**src/rtl/video_dma_engine_if.sv**
```systemverilog
// Bus bundle for video_dma_engine: descriptor channels, memory read request,
// read data return, video memory write port and status.
//
// Handshakes (desc_valid/desc_ready, req_valid/req_ready): a transfer happens
// on a rising clk edge where both valid and ready are high. Once valid is
// raised, the payload stays stable and valid stays high until that edge.
// rd_valid carries no back-pressure: each cycle it is high delivers one beat.
interface video_dma_engine_if #(
  parameter int DATA_WIDTH  = 64,
  parameter int VIDEOMEM_AW = 18,
  parameter int SRC_AW      = 16,
  parameter int LEN_W       = 16,
  parameter int NUM_CH      = 2,
  parameter int MAX_BURST   = 8
);
  localparam int BURST_W = $clog2(MAX_BURST + 1);

  logic [NUM_CH-1:0]             desc_valid;
  logic [NUM_CH-1:0]             desc_ready;
  logic [NUM_CH*SRC_AW-1:0]      desc_src;
  logic [NUM_CH*VIDEOMEM_AW-1:0] desc_dst;
  logic [NUM_CH*LEN_W-1:0]       desc_len;

  logic                          req_valid;
  logic                          req_ready;
  logic [SRC_AW-1:0]             req_addr;
  logic [BURST_W-1:0]            req_len;

  logic                          rd_valid;
  logic [DATA_WIDTH-1:0]         rd_data;

  logic                          vm_we;
  logic [VIDEOMEM_AW-1:0]        vm_addr;
  logic [DATA_WIDTH-1:0]         vm_wdata;

  logic [NUM_CH-1:0]             done;
  logic                          busy;

  // DMA engine side
  modport master (
    input  desc_valid, desc_src, desc_dst, desc_len,
    input  req_ready, rd_valid, rd_data,
    output desc_ready, req_valid, req_addr, req_len,
    output vm_we, vm_addr, vm_wdata, done, busy
  );

  // CPU / memory / video BRAM side
  modport slave (
    output desc_valid, desc_src, desc_dst, desc_len,
    output req_ready, rd_valid, rd_data,
    input  desc_ready, req_valid, req_addr, req_len,
    input  vm_we, vm_addr, vm_wdata, done, busy
  );
endinterface

```
**src/rtl/video_dma_engine.sv**
```systemverilog
// Multi-channel video DMA engine. Accepts (src, dst, len) descriptors on
// NUM_CH channels with round-robin arbitration, splits each transfer into
// read bursts of at most MAX_BURST beats, and writes every returned beat to
// video memory at an incrementing, wrapping destination address.
module video_dma_engine #(
  parameter int DATA_WIDTH  = 64,
  parameter int VIDEOMEM_AW = 18,
  parameter int SRC_AW      = 16,
  parameter int LEN_W       = 16,
  parameter int NUM_CH      = 2,
  parameter int MAX_BURST   = 8
) (
  input  logic                  clk,
  input  logic                  rst_n,
  video_dma_engine_if.master    bus,
  output logic [1:0]            o_dbg_state
);
  localparam int BURST_W = $clog2(MAX_BURST + 1);
  localparam int CH_W    = (NUM_CH > 1) ? $clog2(NUM_CH) : 1;

  typedef enum logic [1:0] {
    S_IDLE = 2'd0,
    S_REQ  = 2'd1,
    S_DATA = 2'd2,
    S_DONE = 2'd3
  } state_t;

  state_t                 r_state;
  logic [CH_W-1:0]        r_last_grant;
  logic [CH_W-1:0]        r_ch;
  logic [SRC_AW-1:0]      r_cur_src;
  logic [VIDEOMEM_AW-1:0] r_cur_dst;
  logic [LEN_W-1:0]       r_remaining;
  logic [BURST_W-1:0]     r_beat_cnt;
  logic                   r_vm_we;
  logic [VIDEOMEM_AW-1:0] r_vm_addr;
  logic [DATA_WIDTH-1:0]  r_vm_wdata;

  logic [CH_W-1:0]        w_grant;
  logic                   w_grant_vld;
  logic [SRC_AW-1:0]      w_src;
  logic [VIDEOMEM_AW-1:0] w_dst;
  logic [LEN_W-1:0]       w_len;
  logic [BURST_W-1:0]     w_burst;

  // Channel k steps after 'last', wrapping at NUM_CH.
  function automatic logic [CH_W-1:0] next_idx(input logic [CH_W-1:0] last, input int k);
    return CH_W'((int'(last) + k) % NUM_CH);
  endfunction

  // Round-robin pick: scan from farthest to nearest so the first requester
  // after last_grant is the one left standing.
  always_comb begin
    w_grant     = '0;
    w_grant_vld = 1'b0;
    for (int k = NUM_CH; k >= 1; k--) begin
      if (bus.desc_valid[next_idx(r_last_grant, k)]) begin
        w_grant     = next_idx(r_last_grant, k);
        w_grant_vld = 1'b1;
      end
    end
  end

  // Descriptor fields of the granted channel.
  always_comb begin
    w_src = bus.desc_src[int'(w_grant)*SRC_AW +: SRC_AW];
    w_dst = bus.desc_dst[int'(w_grant)*VIDEOMEM_AW +: VIDEOMEM_AW];
    w_len = bus.desc_len[int'(w_grant)*LEN_W +: LEN_W];
  end

  // Next burst size: min(remaining, MAX_BURST).
  always_comb begin
    w_burst = (r_remaining > LEN_W'(MAX_BURST)) ? BURST_W'(MAX_BURST)
                                                : BURST_W'(r_remaining);
  end

  // Output decode from registered state; desc_ready is the only path that
  // looks at inputs, so a grant is acknowledged in the cycle it is offered.
  always_comb begin
    bus.desc_ready = '0;
    if (r_state == S_IDLE && w_grant_vld) begin
      bus.desc_ready = NUM_CH'(1) << w_grant;
    end
    bus.req_valid = (r_state == S_REQ);
    bus.req_addr  = (r_state == S_REQ) ? r_cur_src : '0;
    bus.req_len   = (r_state == S_REQ) ? w_burst : '0;
    bus.done      = (r_state == S_DONE) ? (NUM_CH'(1) << r_ch) : '0;
    bus.busy      = (r_state != S_IDLE);
    bus.vm_we     = r_vm_we;
    bus.vm_addr   = r_vm_addr;
    bus.vm_wdata  = r_vm_wdata;
    o_dbg_state   = r_state;
  end

  // Transfer FSM: accept descriptor, issue bursts, write beats, signal done.
  always_ff @(posedge clk or negedge rst_n) begin
    if (!rst_n) begin
      r_state      <= S_IDLE;
      r_last_grant <= CH_W'(NUM_CH - 1);
      r_ch         <= '0;
      r_cur_src    <= '0;
      r_cur_dst    <= '0;
      r_remaining  <= '0;
      r_beat_cnt   <= '0;
      r_vm_we      <= 1'b0;
      r_vm_addr    <= '0;
      r_vm_wdata   <= '0;
    end else begin
      r_vm_we <= 1'b0;
      case (r_state)
        S_IDLE: begin
          if (w_grant_vld) begin
            r_cur_src    <= w_src;
            r_cur_dst    <= w_dst;
            r_remaining  <= w_len;
            r_ch         <= w_grant;
            r_last_grant <= w_grant;
            r_state      <= (w_len != '0) ? S_REQ : S_DONE;
          end
        end
        S_REQ: begin
          if (bus.req_ready) begin
            r_beat_cnt <= w_burst;
            r_state    <= S_DATA;
          end
        end
        S_DATA: begin
          if (bus.rd_valid) begin
            r_vm_we     <= 1'b1;
            r_vm_addr   <= r_cur_dst;
            r_vm_wdata  <= bus.rd_data;
            r_cur_dst   <= r_cur_dst + VIDEOMEM_AW'(1);
            r_cur_src   <= r_cur_src + SRC_AW'(1);
            r_remaining <= r_remaining - LEN_W'(1);
            r_beat_cnt  <= r_beat_cnt - BURST_W'(1);
            if (r_beat_cnt == BURST_W'(1)) begin
              r_state <= (r_remaining == LEN_W'(1)) ? S_DONE : S_REQ;
            end
          end
        end
        S_DONE: begin
          r_state <= S_IDLE;
        end
        default: begin
          r_state <= S_IDLE;
        end
      endcase
    end
  end
endmodule

```
**src/flat_wrapper.sv**
```systemverilog
// flat-port wrapper written by rule: the top's interface ports become plain ports
module video_dma_engine_flat 
#(
  parameter int DATA_WIDTH  = 64,
  parameter int VIDEOMEM_AW = 18,
  parameter int SRC_AW      = 16,
  parameter int LEN_W       = 16,
  parameter int NUM_CH      = 2,
  parameter int MAX_BURST   = 8
)
  (clk, rst_n, o_dbg_state, bus_desc_valid, bus_desc_src, bus_desc_dst, bus_desc_len, bus_req_ready, bus_rd_valid, bus_rd_data, bus_desc_ready, bus_req_valid, bus_req_addr, bus_req_len, bus_vm_we, bus_vm_addr, bus_vm_wdata, bus_done, bus_busy);
  video_dma_engine_if #(.DATA_WIDTH(DATA_WIDTH), .VIDEOMEM_AW(VIDEOMEM_AW), .SRC_AW(SRC_AW), .LEN_W(LEN_W), .NUM_CH(NUM_CH), .MAX_BURST(MAX_BURST)) bus_i ();
  input  logic clk;
  input  logic rst_n;
  output logic [1:0] o_dbg_state;
  input wire logic [$bits(bus_i.desc_valid)-1:0] bus_desc_valid;
  input wire logic [$bits(bus_i.desc_src)-1:0] bus_desc_src;
  input wire logic [$bits(bus_i.desc_dst)-1:0] bus_desc_dst;
  input wire logic [$bits(bus_i.desc_len)-1:0] bus_desc_len;
  input wire logic [$bits(bus_i.req_ready)-1:0] bus_req_ready;
  input wire logic [$bits(bus_i.rd_valid)-1:0] bus_rd_valid;
  input wire logic [$bits(bus_i.rd_data)-1:0] bus_rd_data;
  output wire logic [$bits(bus_i.desc_ready)-1:0] bus_desc_ready;
  output wire logic [$bits(bus_i.req_valid)-1:0] bus_req_valid;
  output wire logic [$bits(bus_i.req_addr)-1:0] bus_req_addr;
  output wire logic [$bits(bus_i.req_len)-1:0] bus_req_len;
  output wire logic [$bits(bus_i.vm_we)-1:0] bus_vm_we;
  output wire logic [$bits(bus_i.vm_addr)-1:0] bus_vm_addr;
  output wire logic [$bits(bus_i.vm_wdata)-1:0] bus_vm_wdata;
  output wire logic [$bits(bus_i.done)-1:0] bus_done;
  output wire logic [$bits(bus_i.busy)-1:0] bus_busy;
  assign bus_i.desc_valid = bus_desc_valid;
  assign bus_i.desc_src = bus_desc_src;
  assign bus_i.desc_dst = bus_desc_dst;
  assign bus_i.desc_len = bus_desc_len;
  assign bus_i.req_ready = bus_req_ready;
  assign bus_i.rd_valid = bus_rd_valid;
  assign bus_i.rd_data = bus_rd_data;
  assign bus_desc_ready = bus_i.desc_ready;
  assign bus_req_valid = bus_i.req_valid;
  assign bus_req_addr = bus_i.req_addr;
  assign bus_req_len = bus_i.req_len;
  assign bus_vm_we = bus_i.vm_we;
  assign bus_vm_addr = bus_i.vm_addr;
  assign bus_vm_wdata = bus_i.vm_wdata;
  assign bus_done = bus_i.done;
  assign bus_busy = bus_i.busy;
  video_dma_engine #(.DATA_WIDTH(DATA_WIDTH), .VIDEOMEM_AW(VIDEOMEM_AW), .SRC_AW(SRC_AW), .LEN_W(LEN_W), .NUM_CH(NUM_CH), .MAX_BURST(MAX_BURST)) u_core (.clk(clk), .rst_n(rst_n), .bus(bus_i), .o_dbg_state(o_dbg_state));
endmodule
```
**config.mk**
```make
export PLATFORM = sky130hd
export DESIGN_NAME = video_dma_engine_flat
export DESIGN_NICKNAME = d
export VERILOG_FILES = /design/src/rtl/video_dma_engine_if.sv /design/src/rtl/video_dma_engine.sv /design/src/flat_wrapper.sv
export SDC_FILE = /design/constraint.sdc
export NUM_CORES = 1
export LEC_CHECK = 0
export CAP_MARGIN = 0
export CORE_ASPECT_RATIO = 0.6
export CORE_MARGIN = 5
export CORE_UTILIZATION = 65
export CTS_CLUSTER_DIAMETER = 100
export DETAILED_ROUTE_END_ITERATION = 12
export DONT_BUFFER_PORTS = 1
export PLACE_DENSITY = 0.81
export SLEW_MARGIN = 20
export SYNTH_ARGS = -nofsm -noshare
export SYNTH_HDL_FRONTEND = slang
export SYNTH_SLANG_ARGS = --single-unit
```
**constraint.sdc**
```tcl
create_clock -name clk -period 4.7 [get_ports clk]
set_input_delay 1.41 -clock clk [delete_from_list [all_inputs] [get_ports clk]]
set_output_delay 1.41 -clock clk [all_outputs]
set_load 0.02 [all_outputs]
```
### Word-level counts from Yosys, hierarchy flattened

Index checks and enable logic that the tools add are counted.

* register bits: 141
* input bits: 170

* $add $sub $neg: 6
* $mul: 1
* $lt $le $gt $ge: 3
* eq/ne operators: 9
* shift operators: 5
* multiplexer cells: 34
* reduce and logical (&&, ||, !) cells: 11

Operators with widths (number)
* two-way mux 16 bit: 5
* one-hot mux 16 bit (2 select lines): 2
* indexed part select 32 x 6 -> 16 bit: 2
* two-way mux 18 bit: 2
* one-hot mux 18 bit (2 select lines): 1
* indexed part select 36 x 32 -> 18 bit: 1
* adder 18 x 1 -> 18 bit, second input constant: 1
* adder 16 x 1 -> 16 bit, second input constant: 1
* equality test 16 x 1 -> 1 bit, second input constant: 1
* > comparator 16 x 4 -> 1 bit, second input constant: 1
* two-way mux 2 bit: 8
* two-way mux 4 bit: 4
* nonzero test 16 bit: 1
* subtractor 16 x 1 -> 16 bit, second input constant: 1
* two-way mux 1 bit: 10
* one-hot mux 2 bit (4 select lines): 1
* one-hot mux 4 bit (2 select lines): 1
* AND reduction 3 bit: 2
* nonzero test 2 bit: 3
* multiplier 1 x 4 -> 5 bit, second input constant: 1
* equality test 2 bit, second input constant: 2
* equality test 4 x 1 -> 1 bit, second input constant: 1
* < comparator 1 x 2 -> 1 bit, second input constant: 2
* != test 2 x 1 -> 1 bit, second input constant: 2
* 9 further kinds: 13

### Longest topological paths before layout

Gate-level depths: netlist of run 1.

* depth in word-level cells: 10
* depth in mapped cells: 7

### Worst setup path before layout of run 1

No wires, ideal clock.

* kind: input-to-output
* start point: input bus_desc_valid[1]
* end point: output bus_desc_ready[0]
* arrival: 2.354 ns
* data required time: 3.290 ns
* path slack: 0.936 ns
* stages: 5
* buffers on the path: 3
* cell sequence: a21boi_0 > buf_2 > buf_4 > buf_2 > nor2_1

* word-level cells in the longest chain between the ends: 6

Ends and longest elaborated chain
* from (decl): RTL line flat_wrapper.sv:16 `input wire logic [$bits(bus_i.desc_valid)-1:0] bus_desc_valid;`
* two-way mux 1 bit (not written as such) (2 in a row): RTL line video_dma_engine.sv:57 `if (bus.desc_valid[next_idx(r_last_grant, k)]) begin`
* two-way mux 1 bit (2 in a row): RTL line video_dma_engine.sv:57
* << shifter 1 x 1 -> 2 bit / logical AND 1 bit (equally long branches): RTL line video_dma_engine.sv:82, video_dma_engine.sv:81
* two-way mux 2 bit *: RTL line video_dma_engine.sv:81 `if (r_state == S_IDLE && w_grant_vld) begin`
* to (decl): RTL line flat_wrapper.sv:23 `output wire logic [$bits(bus_i.desc_ready)-1:0] bus_desc_ready;`

Every way passes the cells marked *; elsewhere a longest branch is shown, timed or not. The select of a mux whose other input is x is not followed.

### Worst setup path after layout of run 1

* start point: register u_core.r_remaining[10]
* end point: output bus_req_len[2]

* word-level cells in the longest chain between the ends: 3

Ends and longest elaborated chain
* from (decl): RTL line video_dma_engine.sv:33 `logic [LEN_W-1:0] r_remaining;`
* from (signal assigned): RTL line video_dma_engine.sv:115 `r_remaining <= w_len;`
* from (signal assigned): RTL line video_dma_engine.sv:134 `r_remaining <= r_remaining - LEN_W'(1);`
* > comparator 16 x 4 -> 1 bit: RTL line video_dma_engine.sv:73 `w_burst = (r_remaining > LEN_W'(MAX_BURST)) ? BURST_W'(MAX_BURST)`
* two-way mux 4 bit: RTL line video_dma_engine.sv:73
* two-way mux 4 bit: RTL line video_dma_engine.sv:86 `bus.req_len = (r_state == S_REQ) ? w_burst : '0;`
* to (decl): RTL line flat_wrapper.sv:26 `output wire logic [$bits(bus_i.req_len)-1:0] bus_req_len;`

Every way passes these cells.

==> results of run 1 <==
==> final cells by class <==
class	count	share of cell area
clock buffers	17	0.05269
clock inverters	15	0.01643
inverters	11	0.005114
multi-input cells	655	0.4570
flip-flops and latches	141	0.4372
well taps	144	0.02232
repair buffers	10	0.009298
==> cell usage after synthesis (all sizes together) (4+ instances only) <==
cell / count
a211oi: 14
a21oi: 35
a22o: 5
a311oi: 6
a31oi: 6
and2: 20
and3: 12
and4: 9
buf: 21
clkbuf: 31
dfrtp: 140
ha: 6
inv: 11
mux2: 13
mux2i: 29
nand2: 272
nand2b: 6
nand3: 16
nand4: 13
nor2: 38
nor2b: 11
nor3: 22
nor4: 15
o211ai: 4
o21ai: 29
o221ai: 6
o22a: 7
o22ai: 8
o31ai: 5
or4: 5
==> worst max-delay path, stage by stage, from the launching register on <==
cell and delay [ps]:
dfrtp_1 420, or4_4 580, nand4b_1 270, nor2_1 310
and3_1 320
==> metal layers <==
layer,global-route usage,routed length (µm)
met2,0.4676,9740
met5,0,0
met3,0.08704,2229
met1,0.4240,8578
met4,0.08071,315
==> worst paths after layout <==
| path | depth (start not counted) | to | slack [ps] |
|---|---|---|---|
| max | 4 | bus_req_len[2] | 970 |
| min | 2 | u_core.r_last_grant | 510 |
| max reg2reg | 8 | u_core.r_remaining[14] | 1720 |
| min reg2reg | 2 | u_core.r_last_grant | 510 |
| max in group asynchronous | 0 | u_core.r_last_grant | 3730 |
| min in group asynchronous | 0 | u_core.r_cur_src[5] | 680 |
==> power breakdown <==
group	switching [µW]	total, µW	internal, µW	leakage [µW]
sequential	1040	2830	1790	0.00172
clock	565	1260	693	0.000262
combinational	1300	2060	762	0.00173
total	2900	6150	3250	0.00371
==> kinds of logic after synthesis <==
logic type	count (synthesis)	share of synthesized area
AOI/OAI and AO/OA	153	0.1394
adders and majority gates	6	0.01008
buffers and inverters	63	0.03544
DFF	141	0.4738
muxes	42	0.05862
and+or+nand+nor	454	0.2827
==> sequential cells by signal, summed over array words and instances (netlist names), 2 cells and up <==
name / flops
u_core.bus.vm_addr: 18
u_core.bus.vm_wdata: 64
u_core.o_dbg_state: 2
u_core.r_beat_cnt: 4
u_core.r_cur_dst: 18
u_core.r_cur_src: 16
u_core.r_remaining: 16
==> through the flow <==
step                      worst slack, ps  cells
after global placement               1173    961
after floorplan                     936.1    859
final                               973.6    993
after detailed placement             1149    961
after global routing                861.9    993
after CTS                           998.3    993
==> layout by cell type, fill, tap and decap left out, drive strengths merged, types with 9 or more instances in the layout <==
cell | Yosys | layout
clkbuf | 31 | 17
mux2 | 13 | 13
nor2 | 38 | 38
nor3 | 22 | 22
dfrtp | 140 | 140
buf | 21 | 10
nor2b | 11 | 11
nand3 | 16 | 16
o21ai | 29 | 29
a21oi | 35 | 35
and3 | 12 | 12
and2 | 20 | 20
mux2i | 29 | 29
inv | 11 | 18
a211oi | 14 | 14
nor4 | 15 | 15
and4 | 9 | 9
nand4 | 13 | 13
nand2 | 272 | 272
==> impl_results.md, run 1 <==
* Fin nets at 1012
* Status: finished clean
* Vias in the first global route at 6489
* CP startpoint kind: flip-flop
* Worst rel slew slack at 0.3630
* First-pass GRT wire length at 33450 µm
* Critical Path RT at 3290 ps
* Die Span Y at 92.93 µm
* Min cycle time layout at 3726 ps
* Final WL at 20860 µm
* Area of the multi-input gates at 3690 µm²
* CTS tree: built
* N_diodes at 0
* DR vias at 6572
* Post-CTS Setup Bufs at 0
* Die area at 13770 µm²
* Clock Skew at 9.592 ps
* FF/Latch Area at 3530 µm²
* # setup viols final at 0
* Hold crit path type: reg2reg
* Row count at 30
* Top flip-flop cell by instance count after synthesis: dfrtp_1
* Antenna viol nets, final at 0
* Clk pin slew, worst setup/hold paths at 70 ps
* Final Cycle Share at 0.7928
* Setup TNS Final at 0 ps
* CTS Sinks at 141
* Sequential fraction of the synthesis area at 0.4738
* Syn. warnings at 0
* RSZ-0062 raised after global routing: false
* CTS buffer count at 17
* Root buf cell: clkbuf_16
* Synth area leader: dfrtp_1
* Final Instance Area at 8074 µm²
* Total core area at 11260 µm²
* GP Congestion at 0.9044
* Fillers at 869
* Layout cells sized above 1 at 0.08716
* Worst flop-to-flop path startpoint: u_core.o_dbg_state[1]
* # IOs at 281
* Post-synthesis area per instance at 8.672 µm²
* Leakage power at 0.003714 µW
* Antenna violations before repair at 0
* Hold buffer count at CTS at 0
* Number of H-tree levels at 4
* Min-delay src: u_core.r_last_grant
* DRT iter0 DRCs at 589
* Hold Fails Final Rpt at 0
* Max Fanout on Critical Path at 5
* Mapped Cells at 859
* DRC Markers at 0
* Flops & latches, synth at 141
* CTS resizes at 0
* Die X at 148.2 µm
* Peak VDD IR at 379.6 µV
* Area growth from synthesis to layout at 8.381%
* Max-cap violations at 0
* Largest net degree at the start of global routing at 142
* CP arrival at 2320 ps
* Slew @ Worst Pin at 955.4 ps
* Post-DP HPWL at 14740 µm
* EDFF count, synth at 0
* Final Core Density at 0.7170
* Syn nets at 1035
* Initial Utilization at 0.6616
* Crit path launch: u_core.r_remaining[10]
* Detailed Routing Iterations Pass 1 at 5
* Total grt overflow at 0
* Fin Hold WS at 508.4 ps
* Port-buffer cells at 0
* Syn Std Cell Area at 7450 µm²
* Overall global routing resource usage at 0.3032
* Max-slew violation count at 0
* Placed inst area at 7511 µm²
* Power per cell area at 761.2 nW/µm²
* Clock Latency Late Sink at 410 ps
* Ys async rst share at 1.000
* Overall power at 6146 µW
* Vias/cell at 6.618
* Avg WL per Cell at 21.01 µm
* WS Path Type: reg2out
* Max Clk Rate at 0.2684 GHz
* Synth cell types at 62
* Critical Path End Type: output pin
* Area contributors post-synth: dfrtp_1 (47%), nand2_1 (14%), mux2i_1 (3.9%)
* Clock Tree Buf Depth at 2
* Synth top area share at 0.4703
(Power assumes the default switching activity.)
==> run 2, diff against run 1 <==
CORE_UTILIZATION = 58   (was 65)
PLACE_DENSITY = 0.76   (was 0.81)
clock period = 3 ns   (was 4.7 ns; I/O delays follow)
==> impl_results.md, run 2 (same netlist as run 1, synthesis figures left out) <==
* Final Instance Area at 8373 µm² (+3.7%)
* Total grt overflow at 0 (unchanged)
* Die Span Y at 97.79 µm (+5.2%)
* # IOs at 281 (unchanged)
* Power per cell area at 1169 nW/µm² (+54%)
* Hold crit path type: in2async
* Final WL at 21510 µm (+3.1%)
* Min cycle time layout at 2987 ps
* Clock Skew at 7.308 ps (-2.284 ps)
* Root buf cell: clkbuf_16
* CTS Sinks at 141 (unchanged)
* Critical Path RT at 2100 ps (-1190 ps)
* RSZ-0062 raised after global routing: true
* Most frequent cells in the layout: nand2_1 (271), dfrtp_1 (138), nor2_1 (36), buf_4 (35), a21oi_1 (34)
* Antenna viol nets, final at 0 (unchanged)
* CTS buffer count at 17 (unchanged)
* GP Congestion at 0.9105 (+0.67%)
* Avg WL per Cell at 20.54 µm (-2.2%)
* First-pass GRT wire length at 34070 µm (+1.8%)
* DRT iter0 DRCs at 561 (-4.8%)
* Critical Path End Type: output pin
* Slew @ Worst Pin at 877.1 ps (-78.35 ps)
* Max-cap violations at 0 (unchanged)
* Overall global routing resource usage at 0.2774 (-0.02582)
* Status: finished clean
* Crit path launch: u_core.r_remaining[12]
* Clock Latency Late Sink at 410 ps (about the same)
* Max reg flops at 64 (unchanged)
* CP startpoint kind: flip-flop
* CTS tree: built
* Vias in the first global route at 6549 (+0.92%)
* Clock Tree Buf Depth at 2 (unchanged)
* Leakage power at 0.003850 µW (+3.7%)
* Antenna violations before repair at 0 (unchanged)
* Detailed Routing Iterations Pass 1 at 6 (+1)
* Worst flop-to-flop path startpoint: u_core.r_remaining[12]
* Port-buffer cells at 0 (unchanged)
* Row count at 32 (+6.7%)
* Area growth from synthesis to layout at 12.40%
* WS Path Type: reg2out
* Post-DP HPWL at 15280 µm (+3.7%)
* Max Fanout on Critical Path at 3 (-2)
* # setup viols final at 0 (unchanged)
* Total core area at 12690 µm² (+13%)
* N_diodes at 0 (unchanged)
* Largest net degree at the start of global routing at 142 (unchanged)
* Placed inst area at 7649 µm² (+1.8%)
* Number of H-tree levels at 4 (unchanged)
* Worst rel slew slack at 0.4153 (+0.05223)
* CP arrival at 2090 ps (-230 ps)
* Die area at 15280 µm² (+11%)
* Hold Fails Final Rpt at 0 (unchanged)
* DRC Markers at 0 (unchanged)
* Max-slew violation count at 0 (unchanged)
* Leading cell type in the layout, fill and taps excluded: nand2_1
* Final Cycle Share at 0.9956
* Vias/cell at 6.288 (-5.0%)
* Hold buffer count at CTS at 0 (unchanged)
* DR vias at 6584 (+0.18%)
* Fin nets at 1040 (+2.8%)
* Fin Hold WS at 181.3 ps (-327.1 ps)
* Max Clk Rate at 0.3348 GHz
* Initial Utilization at 0.5869 (-0.07461)
* Peak VDD IR at 519.6 µV (+37%)
* Layout cells sized above 1 at 0.1243 (+0.03713)
* Die X at 156.3 µm (+5.5%)
* Clk pin slew, worst setup/hold paths at 70 ps (about the same)
-- run 2: critical path: stages (launching register included) --
cell	delay (ps)
dfrtp_1	390
or4_4	560
nand4b_1	280
a21oi_2	210
and3_4	250
-- run 2: metal layers --
layer  part of all wire  vias up  routed length, µm  global-route usage
met5                  0        -                  0                   0
met1               0.42     3150               9023              0.3766
met4              0.014        0                311             0.08400
met2               0.47      361              10040              0.4414
met3              0.099       35               2135             0.07219
li1                   -     3038                  -                   -
-- run 2: report_power, final --
| part | switching, µW | leakage (µW) | internal (µW) |
|---|---|---|---|
| registers | 1590 | 0.00172 | 2810 |
| clock network | 863 | 0.000256 | 1090 |
| logic | 2130 | 0.00188 | 1300 |
| total | 4590 | 0.00385 | 5200 |
-- run 2: cell type report --
cell class / count / area (µm²)
Fill cell: 1008 / 4319
Multi-Input combinational cell: 655 / 3717
Sequential cell: 141 / 3532
Clock buffer: 18 / 429.2
Timing Repair Buffer: 38 / 314.1
Tap cell: 170 / 212.7
Clock inverter: 14 / 126.4
Inverter: 11 / 41.29
-- run 2: through the flow --
step	setup TNS, ps	worst slack, ps	utilization	total power, µW	instances
2_1_floorplan	0	256.1	-	6697	859
3_3_place_gp	0	281.5	0.6026	7545	997
3_5_place_dp	0	270.3	0.6026	7757	997
4_1_cts	0	4.553	0.6587	9757	1047
5_1_grt	-192.2	-73.68	0.6597	10410	1047
6_report	0	13.06	0.6597	9787	1047
-- run 2: worst paths after layout --
check | slack [ps] | cells past startpoint | endpoint
setup / recovery | 10 | 4 | bus_req_len[1]
hold / removal | 180 | 0 | u_core.r_cur_src[6]
setup reg to reg | 130 | 17 | u_core.r_beat_cnt[1]
hold reg to reg | 530 | 2 | u_core.bus.vm_addr[7]
max in group asynchronous | 2500 | 0 | u_core.r_last_grant
min in group clk | 530 | 2 | u_core.bus.vm_addr[7]
-- run 2: repair_timing --
item	in CTS	in global routing
gates resized for setup	8	4
pin swaps	2	3
endpoints found under the setup margin	4	5
setup buffers	18	2
==> run 3, diff against run 2 <==
CELL_PAD_IN_SITES_DETAIL_PLACEMENT = 1   (was not set)
CELL_PAD_IN_SITES_GLOBAL_PLACEMENT = 2   (was not set)
CORE_UTILIZATION = 33   (was 58)
PLACE_DENSITY = not set   (was 0.76)
PLACE_DENSITY_LB_ADDON = 0.1   (was not set)
==> impl_results.md, run 3 (same netlist as run 1, synthesis figures left out) <==
* Leading cell type in the layout, fill and taps excluded: nand2_1
* Post-DP HPWL at 18470 µm (+21%)
* Vias in the first global route at 6869 (+4.9%)
* Hold crit path type: in2async
* Crit path buffers/inverters at 0 (unchanged)
* Row count at 42 (+31%)
* Antenna violations before repair at 0 (unchanged)
* Setup TNS Final at -33.58 ps (-33.58 ps)
* Fin Hold WS at 161.4 ps (-19.93 ps)
* Largest net degree at the start of global routing at 142 (unchanged)
* Fin nets at 1034 (-0.58%)
* Hold Fails Final Rpt at 0 (unchanged)
* Clock Tree Buf Depth at 2 (unchanged)
* Number of H-tree levels at 4 (unchanged)
* CTS Sinks at 141 (unchanged)
* Min cycle time layout at 3014 ps (+27.18 ps)
* Total grt overflow at 0 (unchanged)
* Placed inst area at 7836 µm² (+2.5%)
* Clock Latency Late Sink at 430 ps (+20 ps)
* DRT iter0 DRCs at 359 (-36%)
* Max-slew violation count at 0 (unchanged)
* N_diodes at 0 (unchanged)
* Max-cap violations at 0 (unchanged)
* CP max-delay cell: or4_4
* DR vias at 6449 (-2.1%)
* Placed Cells at 1137 (+14%)
* Detailed Routing Iterations Pass 1 at 4 (-2)
* Max Fanout on Critical Path at 3 (unchanged)
* Max incr delay on CP at 550 ps (about the same)
* Port-buffer cells at 0 (unchanged)
* Failing checks: setup timing
* DRC Markers at 0 (unchanged)
* Die Span Y at 126.4 µm (+29%)
* Power per cell area at 1184 nW/µm² (+1.3%)
* Peak VDD IR at 406.5 µV (-22%)
* CP Cell Sequence: or4_4 -> nand4b_1 -> a21oi_2 -> and3_4
* Clock Skew at 11.46 ps (+4.156 ps)
* CP arrival at 2110 ps (+20 ps)
* Max reg flops at 64 (unchanged)
* Finished Layout Cells at 1179 (+13%)
* Initial Utilization at 0.3367 (-0.2502)
* Worst flop-to-flop path startpoint: u_core.o_dbg_state[1]
* Status: finished with violations
* # setup viols final at 3 (+3)
* GP Congestion at 0.8127 (-11%)
* Die X at 204.0 µm (+30%)
* Antenna viol nets, final at 0 (unchanged)
* Critical Path End Type: output pin
* Final WL at 25920 µm (+20%)
* WS Path Type: reg2out
* Avg WL per Cell at 21.98 µm (+7.0%)
* Final worst slack at -14.12 ps (-27.18 ps)
* RSZ-0062 raised after global routing: true
* Most frequent cells in the layout: nand2_1 (271), dfrtp_1 (140), nor2_1 (36), a21oi_1 (34), buf_4 (30)
* Overall global routing resource usage at 0.1974 (-0.07998)
* Max Clk Rate at 0.3318 GHz (-0.90%)
* Area growth from synthesis to layout at 14.23%
* CTS tree: built
* Final Cycle Share at 1.005 (+0.009061)
* CTS buffer count at 17 (unchanged)
* Root buf cell: clkbuf_16
* Clk pin slew, worst setup/hold paths at 70 ps (about the same)
* Overall power at 10080 µW (+2.9%)
* Critical Path RT at 2100 ps (about the same)
* CP startpoint kind: flip-flop
* CP delay by family, top: simple AND/OR/NAND/NOR gates
* Total core area at 22120 µm² (+74%)
* Leakage power at 0.003830 µW (-0.52%)
* # IOs at 281 (unchanged)
* Vias/cell at 5.470 (-13%)
* Crit path launch: u_core.r_remaining[11]
* Die area at 25780 µm² (+69%)
* Layout cells sized above 1 at 0.1160 (-0.008329)
* Slew @ Worst Pin at 947.1 ps (+70.06 ps)
* First-pass GRT wire length at 40090 µm (+18%)
* Worst rel slew slack at 0.3627 (-0.05253)
* R2R Setup Slk at 680 ps (+550 ps)
* Final Instance Area at 8509 µm² (+1.6%)
[run 3: per-stage QoR]
stage	utilization	setup WS, ps
after floorplan	-	256.1
after global placement	0.3542	269.9
after detailed placement	0.3542	219.2
after CTS	0.3833	-38.23
after global routing	0.3846	-118.6
final	0.3846	-14.12
[run 3: where the power goes]
group	internal [µW]	leakage [µW]	total, µW	switching, µW
logic	1340	0.00184	3540	2200
clock network	1190	0.000269	2090	899
registers	2810	0.00172	4440	1640
[run 3: path summary, 6_finish.rpt]
kind / endpoint / cells after the start
setup / recovery: bus_req_len[1] / 4
hold / removal: u_core.r_cur_src[6] / 0
setup reg to reg: u_core.r_cur_src[15] / 5
hold reg to reg: u_core.r_last_grant / 2
max in group asynchronous: u_core.r_last_grant / 0
min in group clk: u_core.r_last_grant / 2
[run 3: timing repair]
| item | 4_1_cts | 5_1_grt |
|---|---|---|
| buffers inserted | 6 | 4 |
| hold buffers | 0 | 0 |
| pin swaps | 2 | 2 |
| gates resized for setup | 9 | 0 |
| endpoints found under the setup margin | 4 | 4 |
[run 3: layout make-up]
cell class	count	area, µm²
inverters	11	41.29
fillers	2550	13610
clock inverters	12	113.9
clock buffers	20	456.7
flip-flops and latches	141	3530
multi-input cells	655	3717
well taps	308	385.4
repair buffers	32	265.3
[run 3: routing by layer]
| layer | track usage | wire length (µm) | vias up | share of wire |
|---|---|---|---|---|
| li1 | - | - | 3020 | - |
| met1 | 0.2827 | 12130 | 3234 | 0.47 |
| met2 | 0.3033 | 11770 | 182 | 0.45 |
| met3 | 0.05383 | 1864 | 13 | 0.072 |
| met4 | 0.03740 | 160 | 0 | 0.0062 |
| met5 | 0 | 0 | - | 0 |
